--- config.mk ---
export PLATFORM = sky130hd
export DESIGN_NAME = alu_multicycle
export DESIGN_NICKNAME = d
export VERILOG_FILES = /design/src/rtl/alu_pkg.sv /design/src/rtl/mul_shift_add.sv /design/src/rtl/alu_multicycle.sv
export SDC_FILE = /design/constraint.sdc
export NUM_CORES = 1
export LEC_CHECK = 0
export BUFFER_PORTS_ARGS = -buffer_cell sky130_fd_sc_hd__buf_2
export CAP_MARGIN = 20
export CORE_UTILIZATION = 59
export CTS_CLUSTER_DIAMETER = 120
export DETAILED_ROUTE_END_ITERATION = 10
export PLACE_DENSITY = 0.8
export SLEW_MARGIN = 20
export SYNTH_ARGS = -nofsm -noshare
export SYNTH_HDL_FRONTEND = slang
export SYNTH_SLANG_ARGS = --single-unit
--- constraint.sdc ---
create_clock -name clk_i -period 7.6 [get_ports clk_i]
set_input_delay 2.28 -clock clk_i [delete_from_list [all_inputs] [get_ports clk_i]]
set_output_delay 2.28 -clock clk_i [all_outputs]
set_load 0.03 [all_outputs]
--- src/rtl/alu_pkg.sv ---
// Shared ALU definitions: control codes (also used by the ALU control
// decoder) and the execute-stage FSM state encoding.
package alu_pkg;

    // ALU control codes
    localparam logic [2:0] ALU_ADD_I = 3'b000;
    localparam logic [2:0] ALU_SUB   = 3'b001;
    localparam logic [2:0] ALU_MUL   = 3'b010;
    localparam logic [2:0] ALU_AND   = 3'b011;
    localparam logic [2:0] ALU_OR    = 3'b100;
    localparam logic [2:0] ALU_ADD   = 3'b101;

    // FSM state encodings
    localparam logic [0:0] S_IDLE = 1'b0;
    localparam logic [0:0] S_MUL  = 1'b1;

    typedef enum logic [0:0] {
        ST_IDLE = S_IDLE,
        ST_MUL  = S_MUL
    } alu_state_e;

endpackage

--- src/rtl/mul_shift_add.sv ---
// Iterative shift-add multiplier datapath: one multiplier bit per cycle.
// done_o/result_o are combinational and describe the iteration that
// completes on the coming edge, so the caller can register the final
// product on that same edge.
// Optional: `define MUL_EARLY_EXIT_EN to also finish once the shifted
// multiplier runs out of set bits.
module mul_shift_add
    import alu_pkg::*;
#(
    parameter int unsigned WIDTH = 32,
    parameter int unsigned CNT_W = 6
) (
    input  logic             clk_i,
    input  logic             rst_i,
    input  logic             start_i,
    input  logic             run_i,
    input  logic [WIDTH-1:0] mcand_i,
    input  logic [WIDTH-1:0] mplier_i,
    output logic             done_o,
    output logic [WIDTH-1:0] result_o
);

    logic [WIDTH-1:0] mcand_q, mcand_d;
    logic [WIDTH-1:0] mplier_q, mplier_d;
    logic [WIDTH-1:0] acc_q, acc_d;
    logic [CNT_W-1:0] cnt_q, cnt_d;
    logic [WIDTH-1:0] acc_step;
    logic             last_iter;

    // Accumulator value after this cycle's conditional add, and exit detection
    always_comb begin
        acc_step  = acc_q + (mplier_q[0] ? mcand_q : '0);
        last_iter = (cnt_q == CNT_W'(WIDTH - 1));
`ifdef MUL_EARLY_EXIT_EN
        done_o    = run_i && (last_iter || (mplier_q[WIDTH-1:1] == '0));
`else
        done_o    = run_i && last_iter;
`endif
        result_o  = acc_step;
    end

    // Load operands on start, otherwise advance one iteration while running
    always_comb begin
        mcand_d  = mcand_q;
        mplier_d = mplier_q;
        acc_d    = acc_q;
        cnt_d    = cnt_q;
        if (start_i) begin
            mcand_d  = mcand_i;
            mplier_d = mplier_i;
            acc_d    = '0;
            cnt_d    = '0;
        end else if (run_i) begin
            mcand_d  = mcand_q << 1;
            mplier_d = mplier_q >> 1;
            acc_d    = acc_step;
            cnt_d    = cnt_q + CNT_W'(1);
        end
    end

    // Datapath registers
    always_ff @(posedge clk_i or posedge rst_i) begin
        if (rst_i) begin
            mcand_q  <= '0;
            mplier_q <= '0;
            acc_q    <= '0;
            cnt_q    <= '0;
        end else begin
            mcand_q  <= mcand_d;
            mplier_q <= mplier_d;
            acc_q    <= acc_d;
            cnt_q    <= cnt_d;
        end
    end

endmodule

--- src/rtl/alu_multicycle.sv ---
// Execute-stage ALU: single-cycle add/sub/and/or, multi-cycle mul with
// ready_o/stall_o back-pressure while the multiplier is busy.
// Optional: `define MUL_EARLY_EXIT_EN (handled in mul_shift_add).
module alu_multicycle
    import alu_pkg::*;
#(
    parameter int unsigned WIDTH = 32,
    parameter int unsigned CNT_W = 6
) (
    input  logic             clk_i,
    input  logic             rst_i,
    input  logic             valid_i,
    input  logic [2:0]       ALUCtrl_i,
    input  logic [WIDTH-1:0] data1_i,
    input  logic [WIDTH-1:0] data2_i,
    output logic             ready_o,
    output logic             valid_o,
    output logic [WIDTH-1:0] data_o,
    output logic             zero_o,
    output logic             stall_o
);

    alu_state_e       state_q, state_d;
    logic             valid_q, valid_d;
    logic [WIDTH-1:0] data_q, data_d;
    logic [WIDTH-1:0] single_res;
    logic             accept;
    logic             mul_start;
    logic             mul_done;
    logic [WIDTH-1:0] mul_res;

    assign accept    = valid_i && (state_q == ST_IDLE);
    assign mul_start = accept && (ALUCtrl_i == ALU_MUL);

    mul_shift_add #(
        .WIDTH (WIDTH),
        .CNT_W (CNT_W)
    ) u_mul (
        .clk_i    (clk_i),
        .rst_i    (rst_i),
        .start_i  (mul_start),
        .run_i    (state_q == ST_MUL),
        .mcand_i  (data1_i),
        .mplier_i (data2_i),
        .done_o   (mul_done),
        .result_o (mul_res)
    );

    // Single-cycle result; mul and reserved codes yield zero here
    always_comb begin
        single_res = '0;
        case (ALUCtrl_i)
            ALU_ADD_I, ALU_ADD: single_res = data1_i + data2_i;
            ALU_SUB:            single_res = data1_i - data2_i;
            ALU_AND:            single_res = data1_i & data2_i;
            ALU_OR:             single_res = data1_i | data2_i;
            default:            single_res = '0;
        endcase
    end

    // FSM and output register next-state; valid is a one-cycle pulse
    always_comb begin
        state_d = state_q;
        valid_d = 1'b0;
        data_d  = data_q;
        case (state_q)
            ST_IDLE: begin
                if (accept) begin
                    if (ALUCtrl_i == ALU_MUL) begin
                        state_d = ST_MUL;
                    end else begin
                        data_d  = single_res;
                        valid_d = 1'b1;
                    end
                end
            end
            ST_MUL: begin
                if (mul_done) begin
                    data_d  = mul_res;
                    valid_d = 1'b1;
                    state_d = ST_IDLE;
                end
            end
            default: state_d = ST_IDLE;
        endcase
    end

    // State and output registers
    always_ff @(posedge clk_i or posedge rst_i) begin
        if (rst_i) begin
            state_q <= ST_IDLE;
            valid_q <= 1'b0;
            data_q  <= '0;
        end else begin
            state_q <= state_d;
            valid_q <= valid_d;
            data_q  <= data_d;
        end
    end

    assign ready_o = (state_q == ST_IDLE);
    assign stall_o = (state_q == ST_MUL);
    assign valid_o = valid_q;
    assign data_o  = data_q;
    assign zero_o  = (data_q == '0);

endmodule

* Word level (Yosys, flattened, before mapping)
Index checks and enable logic that the tools add are counted.
** Cells by class
- Add/subtract/negate cells :: 4
- Eq/ne operators :: 9
- Mux-type cells :: 22
- Bitwise gates (word level) :: 3
- Reductions and logical operators :: 8
** Operators with widths (count)
- 32-bit 2-to-1 mux :: 10
- 32-bit one-hot mux with 4 select lines :: 1
- 32-bit adder :: 2
- 32-bit one-hot mux with 2 select lines :: 1
- 32-bit AND :: 1
- 32-bit zero test :: 1
- 32-bit bitwise OR :: 1
- 32-bit subtractor :: 1
- 6-bit 2-to-1 mux :: 2
- 6-bit by 1-bit adder with 6-bit output, second input constant :: 1
- 3-bit by 2-bit == test with 1-bit output, second input constant :: 2
- 3-bit == test, second input constant :: 2
- 6-bit by 5-bit == test with 1-bit output, second input constant :: 1
- 1-bit 2-to-1 mux :: 6
- 2-bit by 1-bit inequality test with 1-bit output, second input constant :: 2
- 1-bit one-hot mux with 2 select lines :: 2
- 3-bit by 1-bit == test with 1-bit output, second input constant :: 1
- 1-bit logical AND :: 3
- 3-bit zero test :: 1
- 3-bit AND reduction :: 1
- 2-bit inequality test, second input constant :: 1
- 2-bit nonzero test :: 1
- 2-bit OR reduction :: 1
- 1-bit NOT :: 1
** Storage, ports and cells
- Flip-flop bits (word level) :: 136
- Bits of input ports :: 70
- Output and inout bits :: 36
- Word-level logic and storage cells :: 53

* Depth between registers and ports, before layout
Gate-level depths: netlist (run 1).
- Word-level depth :: 6
- Depth in mapped cells :: 19

* Modules after synthesis
A second synthesis (run 1) with hierarchy kept.
** Second synthesis, totals
- Cell total of the unflattened synthesis :: 1416
- Area total of the unflattened synthesis :: 11678.7 um^2
** Modules (own cells, without submodules)
- mul_shift_add :: instances 1, cells an instance 699, area each 6512.5 um^2, seq. area each 2552.4 um^2
- alu_multicycle :: instances 1, cells an instance 717, area each 5166.2 um^2, seq. area each 850.8 um^2

* Least setup slack after synthesis (run 1)
Ideal clock, no wire load.
- Path kind :: input port to flip-flop
- From :: in data2_i[7]
- To :: reg data_q[31], in the netlist data_o[31]
- Library setup time :: 0.082 ns
- Arrival time :: 6.294 ns
- Data required time :: 7.518 ns
- Slack :: 1.224 ns
- Cell stages on the path :: 17
- Path buffers :: 2
- Cell sequence :: clkbuf_1 > or4_4 > or4_4 > or3_2 > o31ai_1 > xor2_1 > ha_1 > clkbuf_1 > a21oi_1 > o21ai_0 > nor2_1 > a211oi_1 > o21ai_1 > or4b_2 > a21oi_1 > o21ai_1 > a31oi_1
** Between the ends
- Longest elaborated chain between the ends :: 5
- Elaborated cells on any way between the ends :: 6
** RTL lines
- from (decl) :: RTL line alu_multicycle.sv:15 : input logic [WIDTH-1:0] data2_i,
- 32-bit subtractor or 32-bit adder (tied branches) :: RTL line alu_multicycle.sv:54, alu_multicycle.sv:53
- 32-bit one-hot mux with 4 select lines (*) :: RTL line alu_multicycle.sv:52 : case (ALUCtrl_i)
- 32-bit 2-to-1 mux (*) :: RTL line alu_multicycle.sv:69 : if (ALUCtrl_i == ALU_MUL) begin
- 32-bit 2-to-1 mux (*) :: RTL line alu_multicycle.sv:68 : if (accept) begin
- 32-bit one-hot mux with 2 select lines (*) :: RTL line alu_multicycle.sv:66 : case (state_q)
- to (signal assigned) :: RTL line alu_multicycle.sv:97 : data_q <= data_d;
- to (decl) :: RTL line alu_multicycle.sv:25 : logic [WIDTH-1:0] data_q, data_d;
Every way passes the cells marked *; elsewhere a longest branch is shown, timed or not. The select of a mux whose other input is x is not followed.
A chain may end at the register's enable or synchronous reset.

* Final worst setup path (run 1)
- From :: in data2_i[10]
- To :: reg data_q[31], in the netlist data_o[31]
Same word-level chain as after synthesis.

==> impl_metrics.json, run 1 <==
{
  "synth_edf_count": 0,
  "cpMaxStageDelayCell": "or4b_2",
  "finalCriticalPeriod_ns": 6.33,
  "fin_area_um2": 12000,
  "critPathCaptureType": "flip-flop",
  "drive_above_1_share": 0.124,
  "synth_fp_nets": 1455,
  "vias_per_cell": 6.41,
  "clock_sinks": 136,
  "cts_buffers": 17,
  "drtIter0Drc": 1049,
  "path_buf_inv": 1,
  "outcome": "complete, no violations",
  "ir_drop_v": 0.000398,
  "cts-resized-gates": 0,
  "overflow": 0,
  "hpwl_um": 23600,
  "setup_viol": 0,
  "dieHeight_um": 138,
  "dominantRegCellSynth": "dfrtp_1",
  "cts_tree": "built",
  "hold_buffers": 0,
  "num_vias": 10300,
  "rows": 49,
  "finalCritPeriodShare": 0.832,
  "setup-tns-final_ns": 0,
  "ys_seq_area_frac": 0.312,
  "synth_area_per_cell_um2": 8.28,
  "start_util": 0.605,
  "drtPass1Iterations": 8,
  "power_mw": 3.78,
  "num_antenna_cells": 0,
  "ant_nets": 0,
  "min_from": "u_mul.mplier_q[14]$_DFFE_PP0P_",
  "die_w_um": 138,
  "antenna_found_initial": 0,
  "grt_pass1_vias": 9271,
  "whs_path_depth": 2,
  "port_buffers": 105,
  "cts_setup_buffers": 0,
  "fillers": 1554,
  "synthArstFlopShare": 1.00,
  "routed_wirelength_um": 31500,
  "grt_max_degree": 93,
  "fin_nets": 1508,
  "leakage_nw": 5.50,
  "reg2regPathDepth": 12,
  "tightest_slew_ns": 1.07,
  "ys.warnings.count": 0,
  "clk_path_buf_depth": 2,
  "powerDensity_nw_per_um2": 313,
  "ff2ff_setup_slack_ns": 3.32,
  "max_freq_mhz": 158,
  "maxCapViolations": 0,
  "clk_latency_ns": 0.43,
  "core_area_um2": 18000,
  "crit_path_max_fanout": 7,
  "drv_slew": 0,
  "clk_pin_slew_ns": 0.07,
  "ys_ff_latch": 136,
  "slew_headroom": 0.284,
  "fin_skew_ns": 0.0115,
  "root_buffer": "clkbuf_16",
  "rsz0062_at_grt": "no",
  "crit_chain": "buf_2 -> or4_4 -> or4_4 -> or3_2 -> o31ai_1 -> xor2_1 -> ha_1 -> a21oi_1 -> o21ai_0 -> nor2_1 -> a211oi_1 -> o21ai_1 -> or4b_2 -> a21oi_1 -> o21ai_1 -> a31oi_1",
  "h-tree-depth": 4,
  "multi_input_area_um2": 7090,
  "hold_viol": 0,
  "drc_errors": 0,
  "drt-wirelength-per-cell_um": 19.5,
  "holdWs_ns": 0.475,
  "path_delay_family": "simple AND/OR/NAND/NOR gates",
  "placed_cell_area_um2": 11500,
  "hp-class": "reg -> reg",
  "die-area_um2": 19000,
  "arrival_ns": 6.68,
  "syn-instance-count": 1317,
  "worstPathRequired_ns": 7.95,
  "grtUsageTotal": 0.344,
  "start_kind": "primary input",
  "synth_cell_types": 70,
  "gp_congestion": 0.968,
  "path_class": "in -> reg",
  "reg2reg_from": "u_mul.mplier_q[0]$_DFFE_PP0P_",
  "regArea_um2": 3410,
  "grt_pass1_wl_um": 49700,
  "area_delta_synth_final_pct": 10.4,
  "reg2reg_to": "data_o[26]$_DFFE_PP0P_",
  "cpPeakStageDelay_ns": 0.62,
  "syn_area_um2": 10900,
  "hold_end": "u_mul.mplier_q[13]$_DFFE_PP0P_",
  "io_pins": 106
}
kinds of logic (layout without fill, tap and decap cells):
logic type	Yosys count	count (layout)	synth area share
compound gates	437	437	0.260
flops	136	136	0.312
fa+ha+maj	68	68	0.0794
buf+inv	109	175	0.0414
mux	67	67	0.0616
xor+xnor	80	80	0.0642
simple gates	420	420	0.181
where the power goes:
part           internal [mW]  total (mW)  switching (mW)
registers               1.02        1.26           0.238
clock network          0.433       0.790           0.357
logic                  0.616        1.73            1.11
area by class of cell:
cell class | instances | area share
Clock buffer | 18 | 0.0365
Clock inverter | 14 | 0.00924
Inverter | 28 | 0.00914
Multi-Input combinational cell | 1072 | 0.589
Sequential cell | 136 | 0.283
Tap cell | 229 | 0.0238
Timing Repair Buffer | 115 | 0.0498
state kept, by name, summed over array words and instances, names as in the netlist:
name,cells
data_o,32
u_mul.acc_q,32
u_mul.mcand_q,32
u_mul.mplier_q,32
u_mul.cnt_q,6
stall_o,1
valid_o,1
synth_stat cells (all sizes together), types with 4 or more instances:
cell,number,area [µm²]
nand2,177,664
dfrtp,136,3400
o21ai,125,626
a21oi,99,495
nor2,78,293
ha,66,826
mux2i,66,661
clkbuf,64,240
a21o,53,399
xnor2,44,385
xor2,36,315
and2,34,213
inv,28,105
nor3,25,125
nand3,17,85.1
o211ai,16,120
a222oi,15,150
buf,15,75.1
nand4,15,93.8
o21a,15,113
a211oi,14,105
a31oi,14,87.6
and3,13,81.3
nand2b,13,81.3
nor4,13,81.3
a22o,11,96.3
a22oi,11,82.6
nor2b,11,68.8
o31ai,9,67.6
o21bai,7,52.6
or3,7,46.3
a2111oi,6,58.8
or4,6,56.3
a21boi,5,37.5
a2bb2oi,5,43.8
o221ai,5,43.8
o41ai,5,62.6
nor3b,4,30.0
routing by layer:
metal | routed length, µm | global-route usage | vias up
met5 | 0 | 0 | -
met4 | 712 | 0.109 | 0
met2 | 13300 | 0.494 | 477
li1 | - | - | 4925
met3 | 2890 | 0.0702 | 53
met1 | 14600 | 0.512 | 4879
tightest hold or removal path, cell delays in order, from the launching register on:
cell     delay (ns)
dfrtp_1        0.34
nand2_1        0.05
o21ai_0        0.06
layout by cell type, fill, tap and decap left out, drive strengths merged, types with 9 or more instances in the layout:
| master | instances |
|---|---|
| nand4 | 15 |
| o21ai | 125 |
| o211ai | 16 |
| xnor2 | 44 |
| nand2 | 177 |
| a21oi | 99 |
| clkbuf | 18 |
| dfrtp | 136 |
| a22oi | 11 |
| and2 | 34 |
| a22o | 11 |
| o21a | 15 |
| ha | 66 |
| nor2b | 11 |
| nor3 | 25 |
| buf | 115 |
| a31oi | 14 |
| inv | 34 |
| o31ai | 9 |
| xor2 | 36 |
| nor4 | 13 |
| a21o | 53 |
| nand3 | 17 |
| nor2 | 78 |
| a222oi | 15 |
| a211oi | 14 |
| nand2b | 13 |
| mux2i | 66 |
| and3 | 13 |
worst max path at each step:
| stage | startpoint | to | slack, ns | depth (start not counted) |
|---|---|---|---|---|
| detailed placement | data2_i[10] | data_o[31]$_DFFE_PP0P_ | 0.86 | 16 |
| global placement | data2_i[10] | data_o[31]$_DFFE_PP0P_ | 0.90 | 16 |
| finish | data2_i[10] | data_o[31]$_DFFE_PP0P_ | 1.27 | 16 |
| floorplan | data2_i[7] | data_o[31]$_DFFE_PP0P_ | 1.22 | 17 |
| global route | data2_i[10] | data_o[31]$_DFFE_PP0P_ | 0.99 | 16 |
| CTS | data2_i[10] | data_o[31]$_DFFE_PP0P_ | 1.30 | 16 |
metrics by stage:
step | cells | util | setup WS [ns]
after floorplan | 1317 | - | 1.22
after CTS | 1612 | 0.668 | 1.30
after global routing | 1612 | 0.668 | 0.989
after global placement | 1580 | 0.638 | 0.904
after detailed placement | 1580 | 0.638 | 0.856
final | 1612 | 0.668 | 1.27
Power figures use the tool's default switching activity.
==> run 2, diff against run 1 <==
- clock period: 7.6 -> 6.4 ns (I/O delays scaled with it)
==> run 2 against run 1 <==
Sequential cell count unchanged. Clock skew about the same. Largest cell class unchanged. Cell count grew 0.81%.
==> impl_metrics.json, run 2 (same netlist as run 1, synthesis figures left out) <==
{
  "rsz0062_at_grt": "no",
  "setup_viol": 0,
  "drtIter0Drc": 1063,
  "regArea_um2": 3410,
  "num_vias": 10400,
  "cts_tree": "built",
  "cts-resized-gates": 0,
  "grt_max_degree": 105,
  "die_w_um": 138,
  "arrival_ns": 6.18,
  "crit_path_max_fanout": 7,
  "h-tree-depth": 4,
  "final_cell_mix": "nand2_1 (177), dfrtp_1 (135), o21ai_0 (122)",
  "finalCriticalPeriod_ns": 5.83,
  "max_freq_mhz": 171,
  "finalCritPeriodShare": 0.911,
  "clk_latency_ns": 0.43,
  "fillers": 1543,
  "drive_above_1_share": 0.130,
  "cpMaxStageDelayCell": "or4b_2",
  "cts_setup_buffers": 0,
  "crit_chain": "buf_2 -> or3_1 -> or3_1 -> o31ai_1 -> xor2_1 -> ha_1 -> nand4_1 -> a2111oi_0 -> o32ai_1 -> a211oi_1 -> o21ai_1 -> or4b_2 -> a21oi_1 -> o21ai_1 -> a31oi_1",
  "path_buf_inv": 1,
  "grt_pass1_wl_um": 49500,
  "holdWs_ns": 0.480,
  "cts_buffers": 17,
  "gp_congestion": 0.959,
  "antenna_found_initial": 0,
  "cpPeakStageDelay_ns": 0.61,
  "routed_wirelength_um": 31700,
  "drc_errors": 0,
  "clock_sinks": 136,
  "rows": 49,
  "die-area_um2": 19000,
  "hold_buffers": 0,
  "maxCapViolations": 0,
  "port_buffers": 105,
  "slew_headroom": 0.328,
  "powerDensity_nw_per_um2": 372,
  "start_kind": "primary input",
  "start_util": 0.605,
  "leakage_nw": 5.57,
  "grt_pass1_vias": 9339,
  "multi_input_area_um2": 7090,
  "num_antenna_cells": 0,
  "hold_viol": 0,
  "io_pins": 106,
  "setup-tns-final_ns": 0,
  "grtUsageTotal": 0.343,
  "worstPathRequired_ns": 6.75,
  "outcome": "complete, no violations",
  "drv_slew": 0,
  "dieHeight_um": 138,
  "fin_skew_ns": 0.0116,
  "core_area_um2": 18000,
  "critPathCaptureType": "flip-flop",
  "drt-wirelength-per-cell_um": 19.5,
  "root_buffer": "clkbuf_16",
  "overflow": 0,
  "clk_pin_slew_ns": 0.06,
  "power_mw": 4.54,
  "ant_nets": 0,
  "hp-class": "reg -> reg",
  "ir_drop_v": 0.000445,
  "vias_per_cell": 6.41,
  "drtPass1Iterations": 9,
  "area_delta_synth_final_pct": 11.7,
  "mostFrequentLayoutCell": "nand2_1",
  "clk_path_buf_depth": 2,
  "hpwl_um": 23400,
  "tightest_slew_ns": 1.01,
  "path_class": "in -> reg",
  "fin_nets": 1521,
  "path_delay_family": "compound AO/OA/AOI/OAI gates"
}
run 2: cell types whose count changed in the layout (fill, tap and decap cells not counted):
cell,change
buf_4,+12
clkinv_2,-3
bufinv_16,+2
clkbuf_1,+2
clkinvlp_4,+2
inv_8,-2
buf_8,+1
clkinv_4,-1
run 2: metal layers:
metal | routed length [µm] | vias up | track usage
li1 | - | 4953 | -
met1 | 14400 | 4965 | 0.501
met2 | 13900 | 455 | 0.515
met3 | 2740 | 45 | 0.0643
met4 | 656 | 0 | 0.0984
met5 | 0 | - | 0
run 2: final timing paths:
| kind | from | endpoint | slack (ns) | cells after the start |
|---|---|---|---|---|
| max in group asynchronous | rst_i | data_o[20]$_DFFE_PP0P_ | 3.62 | 3 |
| hold reg to reg | u_mul.mplier_q[12]$_DFFE_PP0P_ | u_mul.mplier_q[11]$_DFFE_PP0P_ | 0.48 | 2 |
| hold / removal | u_mul.mplier_q[12]$_DFFE_PP0P_ | u_mul.mplier_q[11]$_DFFE_PP0P_ | 0.48 | 2 |
| setup / recovery | data2_i[2] | data_o[31]$_DFFE_PP0P_ | 0.57 | 15 |
| setup reg to reg | u_mul.mplier_q[0]$_DFFE_PP0P_ | data_o[26]$_DFFE_PP0P_ | 2.22 | 12 |
| min in group asynchronous | rst_i | u_mul.mplier_q[4]$_DFFE_PP0P_ | 1.63 | 2 |
run 2: worst reg2reg max path: stages, from the launching register on:
cell and delay (ns):
dfrtp_1 0.70, and2_1 0.30, ha_1 0.22, fa_1 0.46, a211oi_1 0.29, o21ai_0 0.21, nand3_1 0.15, a21oi_1 0.11
a2111oi_2 0.70, nand2_1 0.17, a31oi_1 0.23, mux2_2 0.38, a31oi_1 0.17
run 2: cell type report:
| type | instances | area share |
|---|---|---|
| Multi-Input combinational cell | 1072 | 0.582 |
| Sequential cell | 136 | 0.280 |
| Timing Repair Buffer | 128 | 0.0579 |
| Clock buffer | 20 | 0.0366 |
| Tap cell | 229 | 0.0235 |
| Clock inverter | 12 | 0.0115 |
| Inverter | 28 | 0.00903 |
run 2: where the power goes:
part	switching, mW	internal [mW]	total [mW]
Combinational	1.26	0.738	2.00
Sequential	0.340	1.21	1.55
Clock	0.401	0.589	0.990
run 2: through the flow:
| step | area, µm² | cells | util | setup WS (ns) |
|---|---|---|---|---|
| floorplan | 10900 | 1317 | - | 0.384 |
| global route | 12200 | 1625 | 0.676 | 0.180 |
| finish | 12200 | 1625 | 0.676 | 0.568 |
| detailed placement | 11600 | 1592 | 0.643 | 0.185 |
| global placement | 11600 | 1592 | 0.643 | 0.199 |
| CTS | 12200 | 1624 | 0.675 | 0.612 |
